$ cat src/rtl/ldm_stm_sequencer_pkg.sv
// Shared core constants, state encoding and helpers for the block-transfer sequencer.
package ldm_stm_sequencer_pkg;

  localparam int unsigned LIST_W   = 16;  // effective list always covers r0..r15
  localparam int unsigned REG_ID_W = 4;
  localparam int unsigned RD_ID_W  = 5;
  localparam int unsigned CNT_W    = 5;

  localparam logic [REG_ID_W-1:0] SP = 4'd13;
  localparam logic [REG_ID_W-1:0] LR = 4'd14;
  localparam logic [REG_ID_W-1:0] PC = 4'd15;

  typedef enum logic [1:0] {
    IDLE = 2'd0,
    XFER = 2'd1,
    WB   = 2'd2
  } seq_state_e;

  // Core-op rd_id encoding: bit 4 clear selects a general register.
  typedef enum logic [RD_ID_W-1:0] {
    RD_GPR  = 5'h00,
    RD_CPSR = 5'h10,
    RD_SPSR = 5'h11
  } rd_code_e;

  // Per-sequence settings captured on the start cycle.
  typedef struct packed {
    logic                op_load;
    logic                wb_en;
    logic                skip_wb;
    logic [REG_ID_W-1:0] base_id;
  } seq_cfg_t;

  function automatic logic [RD_ID_W-1:0] rd_gpr(input logic [REG_ID_W-1:0] r);
    return RD_ID_W'(RD_GPR) | RD_ID_W'(r);
  endfunction

  function automatic logic [CNT_W-1:0] popcount(input logic [LIST_W-1:0] v);
    logic [CNT_W-1:0] c;
    c = '0;
    for (int i = 0; i < int'(LIST_W); i++) c = c + CNT_W'(v[i]);
    return c;
  endfunction

endpackage

$ cat src/rtl/ldm_stm_sequencer_lsb_pick.sv
// Lowest-set-bit priority encoder with the picked bit cleared from the mask.
module lsb_pick #(
  parameter int unsigned REG_CNT = 8,
  localparam int unsigned IDX_W = (REG_CNT > 1) ? $clog2(REG_CNT) : 1
) (
  input  logic [REG_CNT-1:0] mask,
  output logic [IDX_W-1:0]   idx,
  output logic [REG_CNT-1:0] mask_clr
);

  // Scan from the top so the lowest set bit is the last to win.
  always_comb begin
    idx = '0;
    for (int i = int'(REG_CNT) - 1; i >= 0; i--) begin
      if (mask[i]) idx = IDX_W'(i);
    end
  end

  assign mask_clr = mask & (mask - REG_CNT'(1));

endmodule

$ cat src/rtl/ldm_stm_sequencer.sv
// LDM/STM/PUSH/POP sequencer: walks a register list, one bus word per register.
module ldm_stm_sequencer
  import ldm_stm_sequencer_pkg::*;
#(
  parameter int unsigned REG_CNT = 8,
  parameter int unsigned ADDR_W  = 32
) (
  input  logic                clk,
  input  logic                rst_n,
  input  logic                start,
  input  logic                op_load,
  input  logic                dec_before,
  input  logic [REG_CNT-1:0]  reg_list,
  input  logic                extra_reg,
  input  logic [3:0]          base_id,
  input  logic [ADDR_W-1:0]   base_addr,
  input  logic                wb_en,
  output logic [3:0]          reg_rd_id,
  input  logic [31:0]         reg_rd_data,
  output logic                bus_req,
  output logic                bus_wr,
  output logic [ADDR_W-1:0]   bus_addr,
  output logic [31:0]         bus_wdata,
  input  logic [31:0]         bus_rdata,
  input  logic                bus_ready,
  output logic                rd_en,
  output logic [4:0]          rd_id,
  output logic [31:0]         rd_data,
  output logic                busy,
  output logic                done,
  output logic                branch,
  output logic                err_empty
);

  seq_state_e            state_q, state_d;
  seq_cfg_t              cfg_q;
  logic [LIST_W-1:0]     extra_c, eff_c, mask_q, mask_nxt;
  logic [REG_ID_W-1:0]   cur_reg;
  logic [CNT_W-1:0]      n_c;
  logic [ADDR_W-1:0]     span_c, first_c, wb_val_c, addr_q, wb_val_q;
  logic                  empty_c, accept_c, err_q;

  // Effective list, transfer count and the addresses derived from it.
  assign extra_c  = extra_reg ? (LIST_W'(1) << (op_load ? PC : LR)) : '0;
  assign eff_c    = LIST_W'(reg_list) | extra_c;
  assign n_c      = popcount(eff_c);
  assign span_c   = ADDR_W'({n_c, 2'b00});
  assign first_c  = dec_before ? (base_addr - span_c) : base_addr;
  assign wb_val_c = dec_before ? (base_addr - span_c) : (base_addr + span_c);
  assign empty_c  = (eff_c == '0);
  assign accept_c = (state_q == IDLE) & start & ~empty_c;

  lsb_pick #(.REG_CNT(LIST_W)) u_pick (
    .mask     (mask_q),
    .idx      (cur_reg),
    .mask_clr (mask_nxt)
  );

  // State register.
  always_ff @(posedge clk or negedge rst_n) begin
    if (!rst_n) state_q <= IDLE;
    else        state_q <= state_d;
  end

  // Latch the request on accept, then consume one list bit per completed transfer.
  always_ff @(posedge clk or negedge rst_n) begin
    if (!rst_n) begin
      cfg_q    <= '0;
      mask_q   <= '0;
      addr_q   <= '0;
      wb_val_q <= '0;
      err_q    <= 1'b0;
    end else begin
      err_q <= (state_q == IDLE) & start & empty_c;
      if (accept_c) begin
        cfg_q    <= '{op_load: op_load, wb_en: wb_en,
                      skip_wb: op_load & eff_c[base_id], base_id: base_id};
        mask_q   <= eff_c;
        addr_q   <= {first_c[ADDR_W-1:2], 2'b00};
        wb_val_q <= wb_val_c;
      end else if ((state_q == XFER) && bus_ready) begin
        mask_q <= mask_nxt;
        addr_q <= addr_q + ADDR_W'(4);
      end
    end
  end

  // Next state and outputs; everything is gated by state so reset forces zeros.
  always_comb begin
    state_d   = state_q;
    bus_req   = 1'b0;
    bus_wr    = 1'b0;
    bus_addr  = '0;
    bus_wdata = '0;
    reg_rd_id = '0;
    rd_en     = 1'b0;
    rd_id     = '0;
    rd_data   = '0;
    busy      = 1'b0;
    done      = err_q;
    err_empty = err_q;
    branch    = 1'b0;
    case (state_q)
      IDLE: if (accept_c) state_d = XFER;
      XFER: begin
        busy     = 1'b1;
        bus_req  = 1'b1;
        bus_wr   = ~cfg_q.op_load;
        bus_addr = addr_q;
        if (!cfg_q.op_load) begin
          reg_rd_id = cur_reg;
          bus_wdata = reg_rd_data;
        end else if (bus_ready) begin
          rd_en   = 1'b1;
          rd_id   = rd_gpr(cur_reg);
          rd_data = bus_rdata;
          branch  = (cur_reg == PC);
        end
        if (bus_ready && (mask_nxt == '0)) state_d = WB;
      end
      WB: begin
        busy    = 1'b1;
        done    = 1'b1;
        state_d = IDLE;
        if (cfg_q.wb_en && !cfg_q.skip_wb) begin
          rd_en   = 1'b1;
          rd_id   = rd_gpr(cfg_q.base_id);
          rd_data = wb_val_q;
        end
      end
      default: state_d = IDLE;
    endcase
  end

endmodule

$ cat config.mk
export PLATFORM = sky130hd
export DESIGN_NAME = ldm_stm_sequencer
export DESIGN_NICKNAME = d
export VERILOG_FILES = /design/src/rtl/ldm_stm_sequencer_pkg.sv /design/src/rtl/ldm_stm_sequencer_lsb_pick.sv /design/src/rtl/ldm_stm_sequencer.sv
export SDC_FILE = /design/constraint.sdc
export NUM_CORES = 1
export LEC_CHECK = 0
export ABC_AREA = 1
export CAP_MARGIN = 25
export CORE_ASPECT_RATIO = 1.2
export CORE_MARGIN = 4
export CORE_UTILIZATION = 25
export DETAILED_ROUTE_END_ITERATION = 10
export PLACE_DENSITY_LB_ADDON = 0.08
export SYNTH_ARGS = -nofsm -noshare
export SYNTH_HDL_FRONTEND = slang
export SYNTH_SLANG_ARGS = --single-unit
$ cat constraint.sdc
create_clock -name clk -period 3.3 [get_ports clk]
set_input_delay 0.66 -clock clk [delete_from_list [all_inputs] [get_ports clk]]
set_output_delay 0.66 -clock clk [all_outputs]
set_load 0.01 [all_outputs]
; After elaboration in Yosys (flattened, before gate mapping)
; Cells that the tools add are included.
; W data, S select, Z words.
[op_classes]
addsub = 19
mul = 0
div = 0
n_lt_le_gt_ge = 1
eq_ne = 5
shift = 1
muxes = 53
bitwise = 8
reduce_logical = 10
[ops]
columns = cell, count
row1 = $mux W32, 10
row2 = $mux W4, 21
row3 = $pmux W32 S2, 1
row4 = $add A5 B1 Y5, 11
row5 = $mux W16, 3
row6 = $add A32 B3 Y32 const B, 1
row7 = $add A32 B7 Y32, 1
row8 = $logic_not A16 Y1, 2
row9 = $sub A32 B7 Y32, 1
row10 = $and A16 B16 Y16, 1
row11 = $or A8 B16 Y16, 1
row12 = $shl A1 B4 Y16 const A, 1
row13 = $sub A16 B1 Y16 const B, 1
row14 = $mux W1, 12
row15 = $pmux W4 S2, 1
row16 = $add A4 B1 Y5, 1
row17 = $lt A4 B5 Y1 const B, 1
row18 = $add A3 B1 Y4, 1
row19 = $and A1 B1 Y1, 4
row20 = $bmux W1 S4, 1
row21 = $eq A4 B4 Y1 const B, 1
row22 = $mux W2, 2
row23 = $pmux W2 S2, 1
row24 = $add A2 B1 Y3, 1
row25 = other kinds (13), 16
[word_totals]
register_bits = 90
latch_bits = 0
ram_bits = 0
romBits = 0
input_bits = 116
output_inout_bits = 112
wordCells = 106
memories = 0

; Logic depth before layout (Yosys ltp)
; Gate-level depths: netlist of the first run.
[logic_depth]
depth_word = 22
ltp_mapped = 28
ltp_nobuf = 28

; By module
; A second synthesis of the first run with hierarchy kept.
[unflattened]
hier_cells = 1562
hier_area_um2 = 9027.4
[modules_own_cells]
columns = mod, instances, cells_per_inst, area_per_inst_um2, seq_area_each_um2
row1 = ldm_stm_sequencer, 1, 1486, 8680.8, 2202.1
row2 = lsb_pick, 1, 76, 346.6, 0.0

; Least setup slack after synthesis of the first run
; Ideal clock, no wire load.
[synth_path]
kind = in2reg
start = input reg_list[3]
end = register addr_q[14]
setup_ns = 0.129
t_arrival_ns = 4.867
required_time_ns = 3.171
path_slack_ns = -1.696
path_stages = 24
path_buffers = 0
cell_sequence = inv_1 -> fa_1 -> fa_1 -> fa_1 -> fa_1 -> inv_1 -> ha_1 -> fa_1 -> xnor2_1 -> inv_1 -> ha_1 -> inv_2 -> a21oi_1 -> nand2_1 -> nand2_1 -> nand2_2 -> nor2_1 -> inv_1 -> o21ai_0 -> nand2_1 -> nand2_1 -> o211ai_1 -> nand3_1 -> o21ai_1
[synth_via]
elab_chain_cells = 17
word_cells_on_any_way = 21
cone_classes = add/sub (14) / mux (2) / bitwise (3) / reduce/logical (2)
[synth_rtl]
columns = element, line
row1 = from (decl), ldm_stm_sequencer.sv:13  ; input logic [REG_CNT-1:0] reg_list,
row2 = $or A8 B16 Y16 *, ldm_stm_sequencer.sv:45  ; assign eff_c = LIST_W'(reg_list) | extra_c;
row3 = $add A3 B1 Y4, ldm_stm_sequencer_pkg.sv:41  ; for (int i = 0; i < int'(LIST_W); i++) c = c + CNT_W'(v[i]);
row4 = $add A4 B1 Y5, ldm_stm_sequencer_pkg.sv:41
row5 = $add A5 B1 Y5 (11 in a row), ldm_stm_sequencer_pkg.sv:41
row6 = $sub A32 B7 Y32, ldm_stm_sequencer.sv:48  ; assign first_c = dec_before ? (base_addr - span_c) : base_addr;
row7 = $mux W32, ldm_stm_sequencer.sv:48
row8 = $mux W32, ldm_stm_sequencer.sv:75  ; if (accept_c) begin
row9 = to (signal assigned), ldm_stm_sequencer.sv:79  ; addr_q <= {first_c[ADDR_W-1:2], 2'b00};
row10 = to (signal assigned), ldm_stm_sequencer.sv:83  ; addr_q <= addr_q + ADDR_W'(4);
row11 = to (decl), ldm_stm_sequencer.sv:40  ; logic [ADDR_W-1:0] span_c, first_c, wb_val_c, addr_q, wb_val_q;
; Every way passes the cells marked *; elsewhere a longest branch is shown, timed or not.
; A chain may end at the register's enable or synchronous reset.

; Worst setup path in the final report of the first run
[layout_path]
start = input reg_list[3]
end = register wb_val_q[18]
[layout_via]
elab_chain_cells = 16
word_cells_on_any_way = 20
cone_classes = add/sub (15) / mux (1) / bitwise (3) / reduce/logical (1)
[layout_rtl]
columns = element, line
row1 = $or A8 B16 Y16 *, ldm_stm_sequencer.sv:45
row2 = $add A3 B1 Y4, ldm_stm_sequencer_pkg.sv:41
row3 = $add A4 B1 Y5, ldm_stm_sequencer_pkg.sv:41
row4 = $add A5 B1 Y5 (11 in a row), ldm_stm_sequencer_pkg.sv:41
row5 = $add A32 B7 Y32 or $sub A32 B7 Y32 (tied branches), ldm_stm_sequencer.sv:49  ; assign wb_val_c = dec_before ? (base_addr - span_c) : (base_addr + span_c);
row6 = $mux W32, ldm_stm_sequencer.sv:49
row7 = to (signal assigned), ldm_stm_sequencer.sv:80  ; wb_val_q <= wb_val_c;
row8 = to (decl), ldm_stm_sequencer.sv:40
; Marks and branches as above.

==> metrics, run 1 <==
number of flops mapped to enable cells by yosys 0; share of the synthesized area in the top cell type 26.5%; Worst EP arrival 5150 ps; Synth Flop Type dfrtp_1; Fin Hold WS 338 ps; clk sinks 88; Worst Skew 19.6 ps; Core ar. 0.0325 mm2; antenna-violating nets left 0; grt ovf 0; Die ar. 0.0362 mm2; slew of the pin with the lowest slew margin 795 ps; Reg power frac 27.5%; Sw Ratio 47.2%; Pwr Total 7.87 mW; failing checks setup timing; Synth Cell Area 0.00830 mm2; chip width 174 um; CP Data Required Time 3540 ps; internal power 4.15 mW; syn avg cell area 6.12 um2; post-placement cell count 2085; Non-Filler Instances 2135; logic gate share of total power 58.1%; drt wl/cell 18.4 um; Die H 208 um; routed wire length 39400 um; Vias 10214; synth top area cells dfrtp_1, nand2_1, inv_1; num rows 72; global-route wire length before repair 59400 um; number of setup violations in the final report 58; Leakage Power 6.01 nW; crit path capture type flop; asr flop ratio synth 100%; Hold Fails Final Rpt 0; Final min period 4920 ps; yosys warns 0; worst skew pair latency 370 ps; TritonCTS Buffers 9; maximum vdd drop 0.000246 V; clock slew at reported path FFs 90 ps; Final WS setup -1620 ps; drt pass-1 iters 5; share of layout cells above drive strength 1 21.5%; RSZ-0062 raised after global routing true; CP Class primary input to flop; most frequent cells in the layout nand2_1, clkdlybuf4s50_1, inv_1, nor2_1, buf_4; commonest non-fill, non-tap cell in the layout nand2_1; Synth area leader dfrtp_1; Slew Limit Fails 0; fmax 203 MHz; H-tree Lvls 3; max cap viols 0; Total GRT Usage 20.9%; hold crit path type primary input to async pin; NumNets Final 1832; Final Cell Area 0.0133 mm2; Synth cell types 51; PortBufs 224; Final Cycle Share 149%; relative slew slack 46.9%; DRT iter0 DRCs 480; hold bufs inserted after CTS 0; CP max FO 3; post-placement worst setup slack -2570 ps; initial antenna violation count 1; DR DRC count 0; CTS tree built; Post-DP HPWL 31000 um; outcome finished, violations left; Placed Area 0.0120 mm2; Starting Density 25.5%; sequential element share of the synthesized area 26.5%; setup TNS -81490 ps; RD Place Congestion 0.862; largest net degree at the start of global routing 52; cell count after synthesis 1355; synthesis-to-layout area growth 59.8%; Vias/cell 4.78; #FFs+latches synth 88; vias in the first global route 10130; Root Driver clkbuf_16; Startpoint Class primary input; clock power share 14.4%; Pwr Density 594 mW/mm2; Clock Path Buffers 2; switching power 3.72 mW; Finished Core Util 40.8%; # IOs 228
[kinds of logic (layout without fill, tap and decap cells)]
kind of cell / Yosys count / in the layout / synth area share, %
buffers and inverters: 265 / 598 / 12.3
XOR/XNOR: 27 / 27 / 2.85
adder cells (fa/ha/maj): 31 / 31 / 5.40
other: 1 / 4 / 0.0452
flip-flops: 88 / 88 / 26.5
AO/OA/AOI/OAI: 242 / 242 / 16.4
AND/OR/NAND/NOR: 701 / 701 / 36.4
[registers in the layout, indices dropped and copies added (netlist names)]
| name | cells |
|---|---|
| wb_val_q | 32 |
| err_empty | 1 |
| mask_q | 16 |
| state_q | 2 |
| cfg_q | 7 |
| addr_q | 30 |
[synthesized netlist by cell type (12+ instances only)]
cell type / number
a21oi_1: 95
a31oi_1: 18
buf_2: 12
clkbuf_1: 34
dfrtp_1: 88
ha_1: 23
inv_1: 196
nand2_1: 376
nand3_1: 72
nand4_1: 25
nor2_1: 152
nor3_1: 23
o21ai_0: 65
o21ai_1: 20
xor2_1: 19
[cell type report]
cell class                      instances  area, um2
Tap cell                              444        556
Timing Repair Buffer                  375       3570
Multi-Input combinational cell       1004       5810
Antenna cell                            1       2.50
Sequential cell                        88       2200
Inverter                              207        812
Clock buffer                            9        225
Fill cell                            3485      19300
Clock inverter                          7       77.6
[per-layer routing]
metal / up-vias / track usage [%] / share of wire [%]
li1: 5019 / - / -
met1: 4784 / 26.3 / 42
met2: 357 / 36.1 / 49
met3: 54 / 3.08 / 5.9
met4: 0 / 7.89 / 3.3
met5: - / 0 / 0
[power by group through the flow]
stage / Combinational [mW] / Clock, mW / Sequential, mW
3_5_place_dp: 4.22 / 0 / 2.18
4_1_cts: 4.40 / 1.16 / 2.16
2_1_floorplan: 2.42 / 0 / 1.90
5_1_grt: 5.06 / 1.19 / 2.24
6_report: 4.57 / 1.13 / 2.17
3_3_place_gp: 4.21 / 0 / 2.18
[worst paths after layout]
path                        startpoint      endpoint  slack, ps  cells past startpoint
max                        reg_list[3]  wb_val_q[18]      -1620                     25
min                              rst_n    addr_q[11]        340                      1
max reg2reg                 state_q[1]    addr_q[21]        860                     11
min reg2reg                wb_val_q[1]   wb_val_q[1]        480                      2
max in group asynchronous        rst_n   wb_val_q[1]       2240                      2
min in group clk           wb_val_q[1]   wb_val_q[1]        480                      2
[timing repair]
action / 4_1_cts / 5_1_grt
pin swaps: 50 / 54
gates resized for setup: 101 / 107
endpoints found under the setup margin: 64 / 67
setup buffers: 17 / 17
[worst max-delay path: stages]
cell	delay, ps
buf_8	80
inv_4	30
fa_1	560
fa_1	450
fa_2	370
fa_1	560
inv_2	50
ha_4	160
fa_2	350
xnor2_2	180
inv_2	60
ha_4	280
buf_6	110
buf_6	100
a21oi_4	50
nand2_4	70
nand2_2	50
a21oi_2	160
nand2_2	130
nor2_4	220
nand2_4	100
buf_4	140
buf_6	100
nand2_2	60
a41oi_2	80
(Power assumes the default switching activity.)
==> run 2, diff against run 1 <==
ABC_CLOCK_PERIOD_IN_PS = 3300   (was not set)
==> results of run 2 <==
The final DEF is identical to that of run 1; final timing and power are the same.
